### src/rtl/alu_pkg.sv
// Shared ALU opcodes and multiply-sequencer state encoding.
package alu_pkg;

    localparam logic [2:0] ALU_AND = 3'b000;
    localparam logic [2:0] ALU_OR  = 3'b001;
    localparam logic [2:0] ALU_ADD = 3'b010;
    localparam logic [2:0] ALU_SUB = 3'b110;
    localparam logic [2:0] ALU_SLT = 3'b111;

    typedef enum logic [1:0] {
        S_IDLE,
        S_RUN,
        S_DONE
    } mulseq_state_t;

endpackage

### src/rtl/alu_mul_sequencer_if.sv
// Operand/result handshake plus shared-ALU req/gnt port of the multiply sequencer.
// master = sequencer side, slave = core side (operand source, result sink, ALU owner).
interface alu_mul_sequencer_if #(
    parameter int WIDTH = 32
);
    logic             InValid;
    logic             InReady;
    logic [WIDTH-1:0] OpA;
    logic [WIDTH-1:0] OpB;
    logic             OutValid;
    logic             OutReady;
    logic [WIDTH-1:0] Product;
    logic             Busy;
    logic             AluReq;
    logic             AluGnt;
    logic [WIDTH-1:0] AluA;
    logic [WIDTH-1:0] AluB;
    logic [2:0]       AluControl;
    logic [WIDTH-1:0] AluResult;

    modport master (
        input  InValid, OpA, OpB, OutReady, AluGnt, AluResult,
        output InReady, OutValid, Product, Busy, AluReq, AluA, AluB, AluControl
    );

    modport slave (
        output InValid, OpA, OpB, OutReady, AluGnt, AluResult,
        input  InReady, OutValid, Product, Busy, AluReq, AluA, AluB, AluControl
    );
endinterface

### src/rtl/alu_mul_sequencer.sv
// Shift-add multiplier (low WIDTH bits) that borrows the core's shared ALU for each add.
// Latency: N+1+S cycles from accept (N = iterations, S = cycles waiting for AluGnt).
// Backpressure: one op at a time; InReady only in idle; Product/OutValid held until OutReady.
module alu_mul_sequencer
    import alu_pkg::*;
#(
    parameter int WIDTH      = 32,
    parameter bit EARLY_EXIT = 1'b1
) (
    input  logic                 clk,
    input  logic                 reset_n,
    input  logic                 Flush,
    alu_mul_sequencer_if.master  bus
);

    localparam int CNT_W = $clog2(WIDTH) + 1;

    mulseq_state_t    state, state_nxt;
    logic [WIDTH-1:0] acc, mcand, mplier;
    logic [CNT_W-1:0] cnt;
    logic             take, adv, last_iter, alu_req;

    // Flush is applied last so it overrides every transition and blocks any register update.
    always_comb begin
        state_nxt = state;
        take      = 1'b0;
        adv       = 1'b0;
        last_iter = 1'b0;
        unique case (state)
            S_IDLE: begin
                if (bus.InValid) begin
                    take      = 1'b1;
                    state_nxt = (EARLY_EXIT && (bus.OpB == '0)) ? S_DONE : S_RUN;
                end
            end
            S_RUN: begin
                adv       = !mplier[0] || bus.AluGnt;
                last_iter = (cnt == CNT_W'(WIDTH - 1)) ||
                            (EARLY_EXIT && ((mplier >> 1) == '0));
                if (adv && last_iter) begin
                    state_nxt = S_DONE;
                end
            end
            S_DONE: begin
                if (bus.OutReady) begin
                    state_nxt = S_IDLE;
                end
            end
            default: state_nxt = S_IDLE;
        endcase
        if (Flush) begin
            state_nxt = S_IDLE;
            take      = 1'b0;
            adv       = 1'b0;
        end
    end

    always_ff @(posedge clk or negedge reset_n) begin
        if (!reset_n) begin
            state <= S_IDLE;
        end else begin
            state <= state_nxt;
        end
    end

    // A stalled iteration (req without gnt) leaves every register untouched.
    always_ff @(posedge clk or negedge reset_n) begin
        if (!reset_n) begin
            acc    <= '0;
            mcand  <= '0;
            mplier <= '0;
            cnt    <= '0;
        end else if (take) begin
            acc    <= '0;
            mcand  <= bus.OpA;
            mplier <= bus.OpB;
            cnt    <= '0;
        end else if (adv) begin
            if (mplier[0]) begin
                acc <= bus.AluResult;
            end
            mcand  <= mcand << 1;
            mplier <= mplier >> 1;
            cnt    <= cnt + CNT_W'(1);
        end
    end

    assign alu_req = (state == S_RUN) && mplier[0];

    // Shared ALU bus is parked at zero whenever we are not requesting it.
    assign bus.AluReq     = alu_req;
    assign bus.AluA       = alu_req ? acc   : '0;
    assign bus.AluB       = alu_req ? mcand : '0;
    assign bus.AluControl = alu_req ? ALU_ADD : 3'b000;

    assign bus.InReady  = (state == S_IDLE);
    assign bus.Busy     = (state != S_IDLE);
    assign bus.OutValid = (state == S_DONE);
    assign bus.Product  = acc;

endmodule

### src/flat_wrapper.sv
// flat-port wrapper written by rule: the top's interface ports become plain ports
module alu_mul_sequencer_flat import alu_pkg::*;
#(
    parameter int WIDTH      = 32,
    parameter bit EARLY_EXIT = 1'b1
)
  (clk, reset_n, Flush, bus_InValid, bus_OpA, bus_OpB, bus_OutReady, bus_AluGnt, bus_AluResult, bus_InReady, bus_OutValid, bus_Product, bus_Busy, bus_AluReq, bus_AluA, bus_AluB, bus_AluControl);
  alu_mul_sequencer_if #(.WIDTH(WIDTH)) bus_i ();
  input  logic clk;
  input  logic reset_n;
  input  logic Flush;
  input wire logic [$bits(bus_i.InValid)-1:0] bus_InValid;
  input wire logic [$bits(bus_i.OpA)-1:0] bus_OpA;
  input wire logic [$bits(bus_i.OpB)-1:0] bus_OpB;
  input wire logic [$bits(bus_i.OutReady)-1:0] bus_OutReady;
  input wire logic [$bits(bus_i.AluGnt)-1:0] bus_AluGnt;
  input wire logic [$bits(bus_i.AluResult)-1:0] bus_AluResult;
  output wire logic [$bits(bus_i.InReady)-1:0] bus_InReady;
  output wire logic [$bits(bus_i.OutValid)-1:0] bus_OutValid;
  output wire logic [$bits(bus_i.Product)-1:0] bus_Product;
  output wire logic [$bits(bus_i.Busy)-1:0] bus_Busy;
  output wire logic [$bits(bus_i.AluReq)-1:0] bus_AluReq;
  output wire logic [$bits(bus_i.AluA)-1:0] bus_AluA;
  output wire logic [$bits(bus_i.AluB)-1:0] bus_AluB;
  output wire logic [$bits(bus_i.AluControl)-1:0] bus_AluControl;
  assign bus_i.InValid = bus_InValid;
  assign bus_i.OpA = bus_OpA;
  assign bus_i.OpB = bus_OpB;
  assign bus_i.OutReady = bus_OutReady;
  assign bus_i.AluGnt = bus_AluGnt;
  assign bus_i.AluResult = bus_AluResult;
  assign bus_InReady = bus_i.InReady;
  assign bus_OutValid = bus_i.OutValid;
  assign bus_Product = bus_i.Product;
  assign bus_Busy = bus_i.Busy;
  assign bus_AluReq = bus_i.AluReq;
  assign bus_AluA = bus_i.AluA;
  assign bus_AluB = bus_i.AluB;
  assign bus_AluControl = bus_i.AluControl;
  alu_mul_sequencer #(.WIDTH(WIDTH), .EARLY_EXIT(EARLY_EXIT)) u_core (.clk(clk), .reset_n(reset_n), .Flush(Flush), .bus(bus_i));
endmodule
### config.mk
export PLATFORM = sky130hd
export DESIGN_NAME = alu_mul_sequencer_flat
export DESIGN_NICKNAME = d
export VERILOG_FILES = /design/src/rtl/alu_pkg.sv /design/src/rtl/alu_mul_sequencer_if.sv /design/src/rtl/alu_mul_sequencer.sv /design/src/flat_wrapper.sv
export SDC_FILE = /design/constraint.sdc
export NUM_CORES = 1
export LEC_CHECK = 0
export BUFFER_PORTS_ARGS = -buffer_cell sky130_fd_sc_hd__buf_2
export CAP_MARGIN = 25
export CORE_MARGIN = 3
export CORE_UTILIZATION = 48
export CTS_CLUSTER_SIZE = 16
export DETAILED_ROUTE_END_ITERATION = 12
export PLACE_DENSITY = 0.8
export SYNTH_ARGS = -nofsm -noshare
export SYNTH_HDL_FRONTEND = slang
export SYNTH_SLANG_ARGS = --single-unit
### constraint.sdc
create_clock -name clk -period 1.9 [get_ports clk]
set_input_delay 0.285 -clock clk [delete_from_list [all_inputs] [get_ports clk]]
set_output_delay 0.285 -clock clk [all_outputs]
set_load 0.02 [all_outputs]
# Word level (Yosys, flattened, before mapping)
# Index checks and enable logic that the tools add are counted.
[word_totals]
regBits = 104
inputBits = 102
elab_cells = 48
[op_classes]
n_addsub = 1
n_eq_ne = 6
muxes = 23
n_reduce_logical = 13
[ops]
columns = ["cell", "count"]
rows = [
  ["$mux 32", 9],
  ["$logic_not 32->1", 2],
  ["$mux 2", 6],
  ["$mux 6", 2],
  ["$add 6x1->6 const B", 1],
  ["$eq 6x5->1 const B", 1],
  ["$ne 3x3->1 const B", 2],
  ["$pmux 2 s3", 1],
  ["$reduce_bool 2->1", 3],
  ["$mux 1", 5],
  ["$ne 3x2->1 const B", 1],
  ["$reduce_and 3->1", 1],
  ["$eq 2x1->1 const B", 1],
  ["$eq 2x2->1 const B", 1],
  ["$logic_and 1x1->1", 2],
  ["$logic_not 2->1", 1],
  ["$logic_or 1x1->1", 2],
  ["$reduce_and 2->1", 1],
  ["$logic_not 1->1", 1],
]

# Longest topological paths before layout
[depth]
depth_word = 6
ltp_mapped = 8
ltp_nobuf = 5

# Worst setup path before layout
# No wires, ideal clock.
[synth_timing]
path_kind = "register to output"
startpoint = "reg u_core.state[1]"
endpoint = "out bus_AluA[0]"
t_arrival_ps = 1410
required_ps = 1615
setup_slack_ps = 205
stages_incl_launch_ff = 6
cell_sequence = "dfrtp_1 -> clkbuf_2 -> and3b_1 -> clkbuf_1 -> clkbuf_1 -> and2_1"
[synth_via]
elab_chain_len = 3
[synth_rtl]
columns = ["element", "line_no", "rtl"]
rows = [
  ["start, declared", "alu_mul_sequencer.sv:18", "mulseq_state_t state, state_nxt;"],
  ["start signal, assigned", "alu_mul_sequencer.sv:62", "state <= state_nxt;"],
  ["$eq 2x1->1", "alu_mul_sequencer.sv:88", "assign alu_req = (state == S_RUN) && mplier[0];"],
  ["$logic_and 1x1->1", "alu_mul_sequencer.sv:88", ""],
  ["$mux 32", "alu_mul_sequencer.sv:92", "assign bus.AluA = alu_req ? acc : '0;"],
  ["end, declared", "flat_wrapper.sv:23", "output wire logic [$bits(bus_i.AluA)-1:0] bus_AluA;"],
]
# Every way passes these cells.

# Worst setup path in the final report
[layout_timing]
startpoint = "reg u_core.state[1]"
endpoint = "out bus_AluA[12]"
# Same word-level chain as after synthesis.

==> run metrics <==
Fin. Hold Viols 0; clk_lat worst skew 360 ps; Mapped Cells 564; r2r setup slk 90 ps; Net Sw Frac 0.424; power per cell area 1380 nW/um^2; period utilisation layout 1.04; layout cell share with drive strength beyond 1 0.375; placed cell area 6140 um^2; Antenna Nets Post-Route 0; violated checks setup timing; DR vias 4996; first-pass GRT wire length 22.4 mm; synthesized cell area 4970 um^2; # DRC 0; syn avg cell area 8.82 um^2; Rows 36; synth unique cells 33; CTS H-tree depth 3; post-layout min period 1970 ps; crit path to bus_AluA[12]; CP Launch Type flip-flop; Seq pwr share 0.421; sequential share of the synthesized area 0.523; Sink Count 104; combinational power share 0.439; Routed wire per std cell 17.0 um; critical setup path kind flip-flop to primary output; NumNets Final 863; final worst slack -74.1 ps; leak pwr 3.74 nW; GR Util met3 0.0318; met1 Use GR 0.317; met2 Resource Use GR 0.406; TritonCTS Buffers 9; Clock Skews 12.2 ps; IO Pins 205; Vias per Instance 5.56; Slew Limit Fails 0; Critical Path Start u_core.state[1]$_DFFE_PN0P_; die height 108 um; total congestion overflow 0; Top Usage Layer GRT met2; Global Route Usage Sum 0.239; Clk pwr share 0.140; largest net degree at the start of global routing 63; RSZ-0062 raised after global routing yes; Reg clk slew, reported paths 110 ps; hold path startpoint bus_AluResult[27]; Max Fclk 507 MHz; CTS tree done; placed insts 871; Initial DRC Count 389; first drt pass iteration count 6; endpoints failing setup 32; post-route cell area 6890 um^2; Non-Filler Instances 898; routability cong. 0.803; Synth Register Bits 104; Reg-to-Reg End u_core.mcand[26]$_DFFE_PN0P_; MaxCap Viol Count 0; Longest Clk Path Bufs 2; port buffer count 202; total number of yosys warnings 0; Worst setup EP type primary output; vias in the first global route 4636; crit-path max FO 14; full die area 11600 um^2; outcome finished, violations left; root buf cell clkbuf_8; Data required, critical path 1620 ps; CP Data Arrival Time 1690 ps; Peak VDD IR 0.663 mV; Reg2Reg Launch Point u_core.mplier[0]$_DFFE_PN0P_; antenna violations before repair 0; drt total wl 15.3 mm; P&R area growth vs syn 38.6%; Internal Power 5.49 mW; worst r2r path cells 7; HP Class primary input to flip-flop; ant diodes 0; core area 9910 um^2; Starting Density 0.502; Die Wd 108 um; DP HPWL 9.72 mm; Sw Pwr 4.04 mW
worst min path at each step:
stage,endpoint,cells after the start
after detailed placement,u_core.mplier[20]$_DFFE_PN0P_,1
after CTS,u_core.bus.Product[12]$_DFFE_PN0P_,3
after global routing,u_core.bus.Product[26]$_DFFE_PN0P_,3
after floorplan,u_core.bus.Product[0]$_DFFE_PN0P_,0
after global placement,u_core.mplier[20]$_DFFE_PN0P_,1
final,u_core.bus.Product[27]$_DFFE_PN0P_,3
metal layers:
metal  routed length (um)  vias to the layer above
met1                 5920                     2389
met4                  412                        0
met3                 1130                       47
met5                    0                        -
met2                 7810                      278
li1                     -                     2282
area by class of cell:
type	instances	area, um^2
clock buffer	13	169
clock inverter	3	25.0
fill	759	3020
inverter	1	3.75
multi-input combinational	417	2280
sequential	104	2610
tap	133	166
timing repair buffer	227	1650
repair_timing:
| action | in CTS | in global routing |
|---|---|---|
| pin swaps | 0 | 9 |
| endpoints found under the hold margin | 29 | 0 |
| setup endpoints to repair | 66 | 56 |
| buffers inserted | 5 | 0 |
| cloned | 2 | 3 |
| resized for setup | 74 | 62 |
| hold buffers | 1 | 0 |
metrics by stage:
step	worst slack (ps)	setup TNS [ps]	power, mW	utilization	hold slack [ps]
floorplan	205	0	6.24	-	-10.6
global placement	206	0	7.41	0.620	253
detailed placement	160	0	7.61	0.620	255
CTS	-19.1	-531	9.23	0.670	101
global route	-122	-3140	10.2	0.695	106
finish	-74.1	-680	9.53	0.695	109
cell usage after synthesis, drive strengths merged:
cell type | n | share of area
nand2 | 199 | 0.15
dfrtp | 104 | 0.52
and2 | 65 | 0.082
a22oi | 61 | 0.092
nand3 | 33 | 0.033
buf | 26 | 0.027
clkbuf | 17 | 0.013
nor4 | 16 | 0.020
nor2 | 8 | 0.0065
nand4 | 5 | 0.0063
o21ai | 5 | 0.0050
xor2 | 4 | 0.0070
nor3 | 3 | 0.0030
and3b | 2 | 0.0035
nor2b | 2 | 0.0025
a2bb2oi | 1 | 0.0018
and3 | 1 | 0.0013
conb | 1 | 0.00075
ha | 1 | 0.0025
inv | 1 | 0.00075
mux2 | 1 | 0.0023
mux2i | 1 | 0.0020
nand2b | 1 | 0.0013
nand3b | 1 | 0.0015
nor4b | 1 | 0.0048
o211ai | 1 | 0.0015
o21bai | 1 | 0.0015
o32ai | 1 | 0.0018
or4 | 1 | 0.0015
sequential cells by signal, indices dropped and copies added, names as in the netlist:
name,cells
u_core.state,2
u_core.mcand,32
u_core.bus.Product,32
u_core.mplier,32
u_core.cnt,6
placed cells by master (no fill, tap or decap), types with 5 or more instances in the layout:
| cell | count |
|---|---|
| buf_4 | 27 |
| and2_4 | 38 |
| buf_12 | 6 |
| buf_6 | 41 |
| dfrtp_1 | 102 |
| nand2_1 | 199 |
| and2_1 | 27 |
| nand4_1 | 5 |
| nand3_1 | 33 |
| clkbuf_8 | 12 |
| nor4_1 | 16 |
| nor2_1 | 7 |
| o21ai_0 | 5 |
| a22oi_1 | 61 |
| buf_2 | 148 |
power groups by stage:
stage | Sequential (mW) | Combinational, mW | Clock (mW)
after global routing | 4.13 | 4.58 | 1.47
after floorplan | 4.16 | 2.08 | 0
after detailed placement | 4.01 | 3.59 | 0
final | 4.01 | 4.18 | 1.34
after CTS | 3.94 | 3.92 | 1.36
after global placement | 3.96 | 3.45 | 0
critical path, cell delays in order, from the launching register on:
cell       delay (ps)
dfrtp_2           420
and3b_2           300
bufbuf_16         300
and2_1            160
buf_4             160
cells by family after synthesis:
logic type	after synthesis	synth area share
buffers and inverters	44	0.0408
AOI/OAI and AO/OA	70	0.104
adders and majority gates	1	0.00252
other	1	0.000754
and+or+nand+nor	338	0.318
xor gates and xnor gates	4	0.00705
DFF	104	0.523
muxes	2	0.00428
Note: power is estimated with default switching activity, not from simulation.
